File: src/rtl/bcd_count_n.sv
// bcd_count_n: N-digit BCD up/down counter with clamped binary terminal value
// converted to BCD serially by shift-add-3 before counting starts.
module bcd_count_n #(
   parameter int DIGITS = 2,
   parameter int MAX_W  = 7
) (
   input  logic                  CLK,
   input  logic                  RST_N,
   input  logic                  run,
   input  logic                  ce,
   input  logic                  dir,
   input  logic                  wrap,
   input  logic [MAX_W-1:0]      max_count,
   output logic [4*DIGITS-1:0]   digits,
   output logic                  busy,
   output logic                  done,
   output logic                  tc
);
   localparam int DW = 4*DIGITS;
   localparam int CW = $clog2(MAX_W+1);
   localparam logic [31:0] LIM = 32'(10**DIGITS - 1);
   typedef enum logic [1:0] {IDLE, CONVERT, COUNT, DONE} state_t;
   state_t r_state, w_next;
   logic [MAX_W-1:0] r_bin, w_clamped;
   logic [DW-1:0] r_bcd, r_max_bcd, w_adj, w_shift, w_inc, w_dec, w_start, w_term, w_digits;
   logic [CW-1:0] r_cnt;
   logic r_dir, r_wrap, w_last, w_at_term, w_tc;
   assign w_clamped = (32'(max_count) > LIM) ? MAX_W'(LIM) : max_count;
   assign w_last    = r_cnt == CW'(MAX_W-1);
   assign w_start   = r_dir ? '0 : '0;
   assign w_term    = r_dir ? '0 : r_max_bcd;
   assign w_at_term = digits == w_term;
   assign w_shift   = {w_adj[DW-2:0], r_bin[MAX_W-1]};
   always_comb begin : arith
      logic cu, cd;
      w_adj = '0;
      w_inc = '0;
      w_dec = '0;
      cu = 1'b1;
      cd = 1'b1;
      for (int i = 0; i < DIGITS; i++) begin
         w_adj[4*i+:4] = (r_bcd[4*i+:4] >= 4'd5) ? r_bcd[4*i+:4] + 4'd3 : r_bcd[4*i+:4];
         w_inc[4*i+:4] = !cu ? digits[4*i+:4] : (digits[4*i+:4] == 4'd9) ? 4'd0 : digits[4*i+:4] + 4'd1;
         w_dec[4*i+:4] = !cd ? digits[4*i+:4] : (digits[4*i+:4] == 4'd0) ? 4'd9 : digits[4*i+:4] - 4'd1;
         cu = cu & (digits[4*i+:4] == 4'd9);
         cd = cd & (digits[4*i+:4] == 4'd0);
      end
   end
   always_ff @(posedge CLK or negedge RST_N)
      if (!RST_N) r_state <= IDLE;
      else        r_state <= w_next;
   always_comb begin
      w_next = r_state;
      case (r_state)
         IDLE:    w_next = run ? CONVERT : IDLE;
         CONVERT: w_next = !run ? IDLE : w_last ? COUNT : CONVERT;
         COUNT:   w_next = !run ? IDLE : (ce && w_at_term && !r_wrap) ? DONE : COUNT;
         default: w_next = run ? DONE : IDLE;
      endcase
   end
   // the start value on the last convert cycle comes straight from the final shift
   always_comb begin
      w_digits = '0;
      case (r_state)
         CONVERT: w_digits = (w_last && r_dir) ? w_shift : '0;
         COUNT:   w_digits = !ce ? digits : !w_at_term ? (r_dir ? w_dec : w_inc) : r_wrap ? (r_dir ? r_max_bcd : '0) : digits;
         DONE:    w_digits = digits;
         default: w_digits = '0;
      endcase
      if (!run) w_digits = '0;
      w_tc = run && (r_state == COUNT) && ce && w_at_term;
   end
   always_ff @(posedge CLK or negedge RST_N)
      if (!RST_N) begin
         digits    <= '0;
         busy      <= 1'b0;
         done      <= 1'b0;
         tc        <= 1'b0;
         r_bin     <= '0;
         r_bcd     <= '0;
         r_max_bcd <= '0;
         r_cnt     <= '0;
         r_dir     <= 1'b0;
         r_wrap    <= 1'b0;
      end else begin
         digits <= w_digits;
         busy   <= (w_next == CONVERT) || (w_next == COUNT);
         done   <= w_next == DONE;
         tc     <= w_tc;
         if (r_state == IDLE) begin
            r_bin  <= w_clamped;
            r_dir  <= dir;
            r_wrap <= wrap;
            r_bcd  <= '0;
            r_cnt  <= '0;
         end else if (r_state == CONVERT) begin
            r_bin <= r_bin << 1;
            r_bcd <= w_shift;
            r_cnt <= r_cnt + CW'(1);
            if (w_last) r_max_bcd <= w_shift;
         end
      end
endmodule

File: config.mk
export PLATFORM = sky130hd
export DESIGN_NAME = bcd_count_n
export DESIGN_NICKNAME = d
export VERILOG_FILES = /design/src/rtl/bcd_count_n.sv
export SDC_FILE = /design/constraint.sdc
export NUM_CORES = 1
export LEC_CHECK = 0
export ABC_AREA = 1
export CORE_ASPECT_RATIO = 1.5
export CORE_UTILIZATION = 29
export DETAILED_ROUTE_END_ITERATION = 7
export HOLD_SLACK_MARGIN = 0.03
export MAX_ROUTING_LAYER = met4
export PLACE_DENSITY_LB_ADDON = 0.1
export REMOVE_ABC_BUFFERS = 1
export SYNTH_ARGS = -nofsm -noshare
export SYNTH_HDL_FRONTEND = slang
export SYNTH_SLANG_ARGS = --single-unit
File: constraint.sdc
create_clock -name CLK -period 2.7 [get_ports CLK]
set_clock_uncertainty 0.2 [all_clocks]
set_input_delay 0.54 -clock CLK [delete_from_list [all_inputs] [get_ports CLK]]
set_output_delay 0.54 -clock CLK [all_outputs]
set_load 0.01 [all_outputs]
* Word level (Yosys, flattened, before mapping)
Cells that the tools add are included.
** Word-level totals
- Bits in registers :: 41
- Output and inout port bits :: 11
- Word-level logic and storage cells :: 84
** Operators by class
- Add/sub/neg operators :: 7
- $lt $le $gt $ge :: 3
- Equal/unequal tests :: 15
- Mux-type cells :: 31
- Bitwise gates (word level) :: 1
- Reductions and logical operators :: 15
** Operators with widths (count)
- 8-bit 2-to-1 mux :: 10
- 4-bit 2-to-1 mux :: 7
- 8-bit case mux with 3 select lines :: 1
- 7-bit 2-to-1 mux :: 3
- 5-bit != test (second input constant) :: 2
- 3-bit 2-to-1 mux :: 3
- 4-bit by 1-bit adder with 4-bit output (second input constant) :: 2
- 2-bit equality test (second input constant) :: 4
- 4-bit equality test (second input constant) :: 2
- 8-bit equality test :: 1
- 4-bit by 3-bit greater-or-equal comparator with 1-bit output (second input constant) :: 2
- 4-bit zero test :: 2
- 2-bit 2-to-1 mux :: 4
- 4-bit by 1-bit subtractor with 4-bit output (second input constant) :: 2
- 7-bit greater-than comparator (second input constant) :: 1
- 1-bit logical AND :: 6
- 2-bit case mux with 3 select lines :: 1
- 3-bit AND reduction :: 2
- 5-bit AND reduction :: 1
- 4-bit by 2-bit adder with 4-bit output (second input constant) :: 1
- 2-bit by 1-bit equality test with 1-bit output (second input constant) :: 2
- 4-bit != test (second input constant) :: 1
- 3-bit by 1-bit adder with 3-bit output (second input constant) :: 1
- 3-bit by 2-bit adder with 3-bit output (second input constant) :: 1
- 9 further kinds :: 10

* Longest topological paths before layout
- Word-level depth :: 9
- Depth in mapped cells :: 14

* Worst setup path after synthesis
OpenSTA, ideal clock, no wires.
- Kind :: register to register
- Start point :: register digits[6]
- End point :: register busy
- Library setup time :: 0.126 ns
- Arrival time :: 1.621 ns
- Data required time :: 2.374 ns
- Path slack :: 0.753 ns
- Stages on the path, launching flop included :: 12
- Path buffers :: 1
- Period minus slack after synthesis :: 1.947 ns
- Cell sequence :: dfrtp_1 -> buf_2 -> inv_1 -> o21ai_0 -> nand2_1 -> nand2_2 -> nor2_8 -> nand2_2 -> clkinv_1 -> nand3_1 -> a21oi_1 -> ha_1
** Between the ends
- Cells in the longest elaborated chain, start to end :: 8
- Elaborated cells on any way between the ends :: 9
** RTL lines
- start, declared :: RTL line 14 : output logic [4*DIGITS-1:0] digits,
- start signal, assigned :: RTL line 86 : digits <= w_digits;
- 8-bit equality test * :: RTL line 32 : assign w_at_term = digits == w_term;
- 1-bit logical AND * (2 in series) :: RTL line 57 : COUNT: w_next = !run ? IDLE : (ce && w_at_term && !r_wrap) ? DONE : COUNT;
- 1-bit 2-to-1 mux * :: RTL line 57
- 2-bit 2-to-1 mux * :: RTL line 57
- 2-bit case mux with 3 select lines * :: RTL line 54 : case (r_state)
- net w_next[0] :: RTL line 23 : state_t r_state, w_next;
- 2-bit by 1-bit equality test with 1-bit output / 2-bit equality test (equally long branches) :: RTL line 87 : busy <= (w_next == CONVERT) || (w_next == COUNT);
- 1-bit logical OR * :: RTL line 87
- end signal, assigned :: RTL line 87
- end, declared :: RTL line 15 : output logic busy,
The timed path passes the listed nets; every way through them passes the cells marked *.
A chain may end at the register's enable or synchronous reset.

* Worst setup path in the final report
- Start point :: register r_dir
- End point :: register busy
** Between the ends
- Cells in the longest elaborated chain, start to end :: 9
- Elaborated cells on any way between the ends :: 10
** RTL lines
- start, declared :: RTL line 27 : logic r_dir, r_wrap, w_last, w_at_term, w_tc;
- start signal, assigned :: RTL line 92 : r_dir <= dir;
- 8-bit 2-to-1 mux * :: RTL line 31 : assign w_term = r_dir ? '0 : r_max_bcd;
- 8-bit equality test * :: RTL line 32
- 1-bit logical AND * (2 in series) :: RTL line 57
- 1-bit 2-to-1 mux * :: RTL line 57
- 2-bit 2-to-1 mux * :: RTL line 57
- 2-bit case mux with 3 select lines * :: RTL line 54
- net w_next[0] :: RTL line 23
- 2-bit by 1-bit equality test with 1-bit output / 2-bit equality test (equally long branches) :: RTL line 87
- 1-bit logical OR * :: RTL line 87
Marks and branches as above.

==> out/results.ini <==
[sta]
hold_viol=0
setup_violations=0
tightest_slew_ns=0.478
slew-limit-headroom_pct=68.0
tns_ns=0
whs_ns=0.293
rsz0062_at_grt=no
period_minus_slack_ns=2.25
fin_crit_sh_pct=83.3
slew_violations=0
max_freq_mhz=445

[clocking]
clkSinkCount=41
cts-root-buf=clkbuf_16
h-tree-depth=2
clk_pin_slew_ns=0.06
cts_tree=built
worst_skew_pair.late_latency_ns=0.29
cts_max_path_buffers=2
post_cts_buffers=0
cts_inserted_buffers=5

[critical_path]
cpMaxStageDelayCell=dfrtp_1
critPathLaunchType=flop
rr_worst_depth=10
path_cells=buf_4 > o21ai_0 > nand2_1 > nand2_2 > nor2_8 > nand2_2 > clkinv_1 > nand3_1 > a21oi_1 > ha_1
cp.arrival_ns=2.22
crit_top_cell=nand2_2
path_class=reg -> reg
crit_family=simple AND/OR/NAND/NOR gates
rr_endpoint=busy
cp-endpoint=busy
cp_num_cells=10
slowest_delay_ns=0.40
r2r_start=r_dir
endpoint_kind=flop
regToRegSetupSlack_ns=0.45
required_ns=2.67
path_max_fanout=21
startpoint=r_dir
crit_buf_inv=2

[job]
maxCapViolations=0

[layout]
nets=439
fin_area_sq_um=3270
layout_commonest_cell=nand2_1
utilization_pct=36.6
n_antenna_cell=0
area_growth_pct=21.0
final_cell_mix=nand2_1 (132), nand3_1 (43), dfrtp_1 (41), inv_1 (40), o21ai_0 (28)
drive_above_1_share_pct=7.79

[routing]
viasPerCell=4.81
ant_nets=0
drc=0
drt_pass1_iterations=6
drtIter0Drc=116
routed_wl_microns=7120
via_count=2506
wl_per_cell_microns=13.7

[grt]
antenna_found_initial=0
grt_pass1_vias=2461
grt_util_all_layers_pct=16.7
grt_max_degree=22
grt.overflow.total=0
grt_pass1_wl_microns=12000

[synthesis]
postSynthCellCount=379
synth_area_per_cell_sq_um=7.14
synth.yosys.seq_area_share_pct=37.9
yosys_register_bits=41
yosysTopAreaCellShare_pct=37.9
yosysTopAreaCell=dfrtp_1
netlist_area_sq_um=2710
ys_types=31
ys_warn_count=0
synthTopCellsByArea=dfrtp_1 (38%), nand2_1 (18%), nand3_1 (8.0%)

[floorplan]
ios=24
die_w_microns=80.9
die_h_microns=120
coreArea_sq_um=8930
dieArea_sq_um=9730
rows=42
start_util_pct=30.3

[placement]
io_buffers=23
placed_cell_area_sq_um=3090
place_congestion=0.816
dp_hpwl_microns=5570

[power]
power_density_nw_per_um2=461
power_leakage_nw=1.63
total_power_w=0.00151
peakVddDrop_mv=0.324

[hold_path]
hold_path.class=reg -> reg

[run_status]
status=finished clean

-- metrics by stage --
step                instances  worst slack (ns)
finish                    521             0.452
global route              521             0.251
CTS                       521             0.443
detailed placement        512             0.283
global placement          512             0.287
floorplan                 368             0.446
-- worst reg2reg max path: cells and delay by family (launching register included) --
kind,cells,cell delay [ns]
AOI/OAI and AO/OA,2,0.32
adders and majority gates,1,0.25
buffers and inverters,2,0.35
DFF,1,0.40
and+or+nand+nor,5,0.61
-- cells in the mapped netlist --
cell	count
nand3_2	3
o21a_1	1
dfrtp_1	41
ha_1	16
nor2_8	2
clkinv_1	1
buf_4	1
o221ai_1	1
o22ai_1	5
nor3_1	5
buf_2	3
o211ai_1	3
nand4_1	3
nor2_2	1
nor2_1	16
nand2_2	3
buf_6	2
xor2_1	3
o21ai_1	3
inv_1	40
o31ai_1	1
inv_4	1
inv_2	2
clkbuf_1	5
xnor2_1	1
a21oi_1	10
a22oi_1	1
nand2_1	132
nand3_1	43
o21ai_0	28
a31oi_1	2
-- per-layer routing --
| metal | vias to the layer above | GRT usage [%] | part of all wire, % |
|---|---|---|---|
| li1 | 1288 | - | - |
| met1 | 1157 | 19.2 | 42 |
| met2 | 46 | 27.9 | 52 |
| met3 | 15 | 2.34 | 2.5 |
| met4 | 0 | 7.92 | 3.5 |
| met5 | - | - | 0 |
-- worst min-delay path by stage --
stage,from,end,slack [ns],cells past startpoint
final,r_bin[5],r_bin[6],0.29,2
after global routing,r_wrap,r_wrap,0.32,2
after CTS,r_bin[5],r_bin[6],0.30,2
after detailed placement,RST_N,r_wrap,0.27,1
after global placement,RST_N,r_wrap,0.27,1
after floorplan,RST_N,busy,0.04,0
-- what timing repair did --
action | CTS | global route
resized for setup | 0 | 0
hold endpoints to repair | 13 | 0
hold buffers | 1 | 0
-- logic make-up after synthesis --
family,count (synthesis),share of synthesized area [%]
AO/OA/AOI/OAI,55,11.2
XOR/XNOR,4,1.30
adder cells (fa/ha/maj),16,7.40
buffers and inverters,55,8.56
flip-flops,41,37.9
AND/OR/NAND/NOR,208,33.6
-- state kept, by name (all words and copies together), names as in the netlist --
register and count:
digits 8, r_bcd 8, r_max_bcd 8, r_bin 7
r_cnt 3, r_state 2, busy 1, done 1
r_dir 1, r_wrap 1, tc 1
-- area by class of cell --
type                            count  area, sq um
Clock inverter                      2         37.5
Inverter                           44          168
Multi-Input combinational cell    283         1450
Fill cell                         984         5660
Clock buffer                        6          139
Sequential cell                    41         1030
Timing Repair Buffer               35          318
Tap cell                          110          138
-- power by group --
part           switching (W)  internal, W
clock network       0.000243     0.000461
logic              0.0000952    0.0000550
registers          0.0000159     0.000639
total               0.000355      0.00116
Note: power is estimated with default switching activity, not from simulation.
==> variant 1: new RTL, config.mk and constraints unchanged <==
Encoding of `state_t`: now Gray code (2 bits for 4 states).
--- a/src/rtl/bcd_count_n.sv
+++ b/src/rtl/bcd_count_n.sv
@@ -19,7 +19,7 @@
    localparam int DW = 4*DIGITS;
    localparam int CW = $clog2(MAX_W+1);
    localparam logic [31:0] LIM = 32'(10**DIGITS - 1);
-   typedef enum logic [1:0] {IDLE, CONVERT, COUNT, DONE} state_t;
+   typedef enum logic [1:0] {IDLE = 2'b00, CONVERT = 2'b01, COUNT = 2'b11, DONE = 2'b10} state_t;
    state_t r_state, w_next;
    logic [MAX_W-1:0] r_bin, w_clamped;
    logic [DW-1:0] r_bcd, r_max_bcd, w_adj, w_shift, w_inc, w_dec, w_start, w_term, w_digits;
Function: same outputs for any inputs over 10 cycles, from zero or initial values and one cycle with RST_N low; not proved beyond that.
==> variant 1 against the original RTL <==
Area after synthesis is 5.5% lower; final area decreased by 6.8%; highest routed layer unchanged; first-iteration DRC count is 39% higher; worst setup slack worse by 0.063 ns; wire length decreased by 3.1%; non-clock buffer count is 3 lower; via count down 5.4%; count of clock-buffer cells in the layout up 1; sequential cell count down 1; cell count decreased by 5.6%.
Power is not compared: it rests on default switching activity, and its combinational part moved more than twofold at a synthesized area within 25%.
==> variant 1: results (changes against the original RTL) <==
| Metric | Value |
|---|---|
| Status | `complete, no violations` |
| Post-CTS Setup Inserts | `0 (unchanged)` |
| HPWL Detailed | `5.29 mm (-4.9%)` |
| Final Non-Filler Cells | `492 (-5.6%)` |
| Wire per inst | `14.0 um (+2.7%)` |
| Vias in the first global route | `2374 (-3.5%)` |
| Arrival @ worst endpoint | `2.29 ns (+0.07 ns)` |
| Synth async-reset ratio | `100% (unchanged)` |
| Root buf cell | `clkbuf_16` |
| Synth top area cells | `dfrtp_1 (39%), nand2_1 (17%), nand3_1 (8.6%), inv_1 (6.5%), ha_1 (4.9%)` |
| Setup TNS | `0 ns (unchanged)` |
| Final #Nets | `408 (-7.1%)` |
| Hold Crit Class | `input port to async pin` |
| Post-DP Area | `0.00290 mm2 (-6.1%)` |
| First-pass GRT wire length | `11.5 mm (-4.3%)` |
| Post-synthesis sequential area ratio | `39.2% (+1.2 points)` |
| Post-cts resize count | `0 (unchanged)` |
| Drt via density | `4.82 (+0.15%)` |
| Largest net degree at the start of global routing | `26 (+18%)` |
| Setup slack at placement | `0.420 ns (+0.137 ns)` |
| First-pass detailed-route iteration total | `4 (-2)` |
| Worst R2R Path Depth | `12 (+2)` |
| Layout fillers | `925 (-6.0%)` |
| Fin. max-slew vios | `0 (unchanged)` |
| GPL Wtd Cong | `0.866 (+6.1%)` |
| Antenna-violating nets left | `0 (unchanged)` |
| Mapped Avg Cell Area | `7.08 um2 (-0.79%)` |
| Leakage dissipation | `1.45 nW` |
| Share of cells above drive strength 1 | `6.23% (-1.6 points)` |
| Most used DFF post-synth | `dfrtp_1` |
| DRT iter0 DRCs | `161 (+39%)` |
| Number of buffers created by CTS | `5 (unchanged)` |
| Total GRT Usage | `16.9% (+0.21 points)` |
| Clk_lat worst skew | `0.28 ns` |
| CP max FO | `25 (+19%)` |
| VDD IR max | `0.000368 V` |
| Actual slew at the worst max-slew pin | `0.745 ns (+0.267 ns)` |
| Commonest cells post-synth | `nand2_1 (114), inv_1 (44), nand3_1 (44), dfrtp_1 (40), o21ai_0 (24)` |
variant 1: cell families after synthesis:
kind of cell	synth area share, %
buffers and inverters	9.94
xor gates and xnor gates	1.03
DFF	39.2
adders and majority gates	4.89
AOI/OAI and AO/OA	13.8
and+or+nand+nor	31.2
variant 1: power by group:
part | total (mW) | leakage [nW] | internal, mW | switching [mW]
clock network | 0.610 | 0.0760 | 0.387 | 0.223
registers | 0.818 | 0.534 | 0.726 | 0.0921
logic | 0.879 | 0.842 | 0.296 | 0.582
variant 1: worst paths after layout:
check | end | slack (ns)
max in group asynchronous | digits[3]$_DFFE_PN0P_ | 1.67
setup reg to reg | digits[2]$_DFFE_PN0P_ | 0.39
hold reg to reg | r_bin[6]$_DFFE_PN0P_ | 0.28
hold / removal | r_bcd[4]$_DFFE_PN0P_ | 0.06
min in group CLK | r_bin[6]$_DFFE_PN0P_ | 0.28
setup / recovery | digits[2]$_DFFE_PN0P_ | 0.39
variant 1: final cells by class:
type,count,area [um2],area share [%]
multi-input cells,261,1300,42.7
flip-flops and latches,40,1000,32.8
repair buffers,32,293,9.60
inverters,45,169,5.54
clock buffers,7,153,5.00
well taps,107,134,4.39
variant 1: routing by layer:
| layer | vias up | GRT usage (%) | routed length (um) |
|---|---|---|---|
| li1 | 1227 | - | - |
| met1 | 1100 | 19.2 | 3060 |
| met2 | 32 | 29.7 | 3590 |
| met3 | 11 | 2.17 | 106 |
| met4 | 0 | 6.91 | 148 |
| met5 | - | - | 0 |
variant 1: critical path: stages (launching register included):
cell and delay (ns):
dfrtp_1 0.39, inv_2 0.30, nand2_1 0.09, nand2_1 0.07
nand2_1 0.05, inv_1 0.04, nand2_1 0.05, nor2_2 0.36
nand3_1 0.18, a21oi_2 0.22, nor2_1 0.11, nand2_1 0.09
nand2_1 0.04
==> variant 2: new RTL, config.mk and constraints unchanged <==
Without the edit above. The parameter `MAX_W` goes from 7 to 14.
--- a/src/rtl/bcd_count_n.sv
+++ b/src/rtl/bcd_count_n.sv
@@ -2,7 +2,7 @@
 // converted to BCD serially by shift-add-3 before counting starts.
 module bcd_count_n #(
    parameter int DIGITS = 2,
-   parameter int MAX_W  = 7
+   parameter int MAX_W  = 14
 ) (
    input  logic                  CLK,
    input  logic                  RST_N,
Ports: changed (resized max_count); port bits go from 24 to 31. No check against the original RTL was run, so the function may have changed too.
==> variant 2 against the original RTL <==
Sequential cell count grew 8; wire length is 13% higher; worst setup slack improved by 0.032 ns; area after synthesis rose by 16%; sequential power rose by 16%; fmax rose by 1.4%; total power grew 8.6%; clock power is 2% higher; final area grew 16%.
==> variant 2: results (changes against the original RTL) <==
| Metric | Value |
|---|---|
| FF-to-FF Start | `r_state[0]$_DFF_PN0_` |
| Post-synthesis sequential area ratio | `39.2% (+1.2 points)` |
| Wire per inst | `13.3 um (-2.4%)` |
| Final #Nets | `497 (+13%)` |
| DR WL met2 | `4.24 mm (+14%)` |
| Worst R2R Path Depth | `9 (-1)` |
| Arrival @ worst endpoint | `2.20 ns (-0.02 ns)` |
| HPWL Detailed | `6.34 mm (+14%)` |
| Drt via density | `4.59 (-4.7%)` |
| Met1 Use GR | `18.6% (-0.56 points)` |
| Leakage dissipation | `1.82 nW (+12%)` |
| Met2 global-route usage | `28.6% (+0.64 points)` |
| Post-Place Cells | `595 (+16%)` |
| Met3 wire len | `154 um (-14%)` |
| Flop pwr share | `46.4% (+3.0 points)` |
| Pint | `1.25 mW (+8.5%)` |
| Critical path's top delay family | `adder cells` |
| Status | `complete, no violations` |
| Vias | `2765 (+10%)` |
| Slew HR | `65.2% (-2.8 points)` |
| Synth Instances | `421 (+11%)` |
| CP max FO | `11 (-48%)` |
| First-pass detailed-route iteration total | `4 (-2)` |
| Hold Crit Class | `input port to async pin` |
| Total GRT Usage | `16.3% (-0.30 points)` |
| Share of cells above drive strength 1 | `6.97% (-0.81 points)` |
| Largest net degree at the start of global routing | `29 (+32%)` |
| Critical Path Source | `r_state[0]$_DFF_PN0_` |
-- variant 2: cell types whose count changed after synthesis, moves of 3 or more --
cell      delta
o221ai_1     +4
ha_1         +3
o22ai_1      +9
nand2_2      -3
nor2_1       +4
a21oi_1      -3
inv_1       +17
dfrtp_1      +8
o21ai_1      -3
nand3_1      +4
-- variant 2: cell families (layout without fill, tap and decap cells) --
| logic type | after synthesis | count (layout) | share of synthesized area, % |
|---|---|---|---|
| xor gates and xnor gates | 4 | 4 | 1.12 |
| adders and majority gates | 19 | 19 | 7.59 |
| and+or+nand+nor | 215 | 215 | 30.2 |
| AOI/OAI and AO/OA | 63 | 63 | 11.8 |
| buffers and inverters | 71 | 109 | 10.1 |
| DFF | 49 | 49 | 39.2 |
-- variant 2: through the flow --
| step | utilization, % | hold WS, ns | cell area [um2] | power (mW) | setup slack (ns) |
|---|---|---|---|---|---|
| 6_report | 36.0 | 0.0211 | 3790 | 1.64 | 0.483 |
| 5_1_grt | 36.0 | 0.0571 | 3790 | 1.71 | 0.267 |
| 4_1_cts | 36.0 | 0.0308 | 3790 | 1.67 | 0.443 |
| 3_5_place_dp | 34.4 | 0.290 | 3620 | 0.942 | 0.419 |
| 3_3_place_gp | 34.4 | 0.281 | 3620 | 0.942 | 0.455 |
| 2_1_floorplan | - | 0.0444 | 3040 | 0.846 | 0.208 |
-- variant 2: final cells by class --
type | instances | area, um2 | area share, %
multi-input cells | 301 | 1590 | 41.9
well taps | 144 | 180 | 4.75
repair buffers | 43 | 405 | 10.7
clock inverters | 2 | 38.8 | 1.02
flip-flops and latches | 49 | 1230 | 32.4
inverters | 58 | 223 | 5.88
clock buffers | 6 | 129 | 3.40
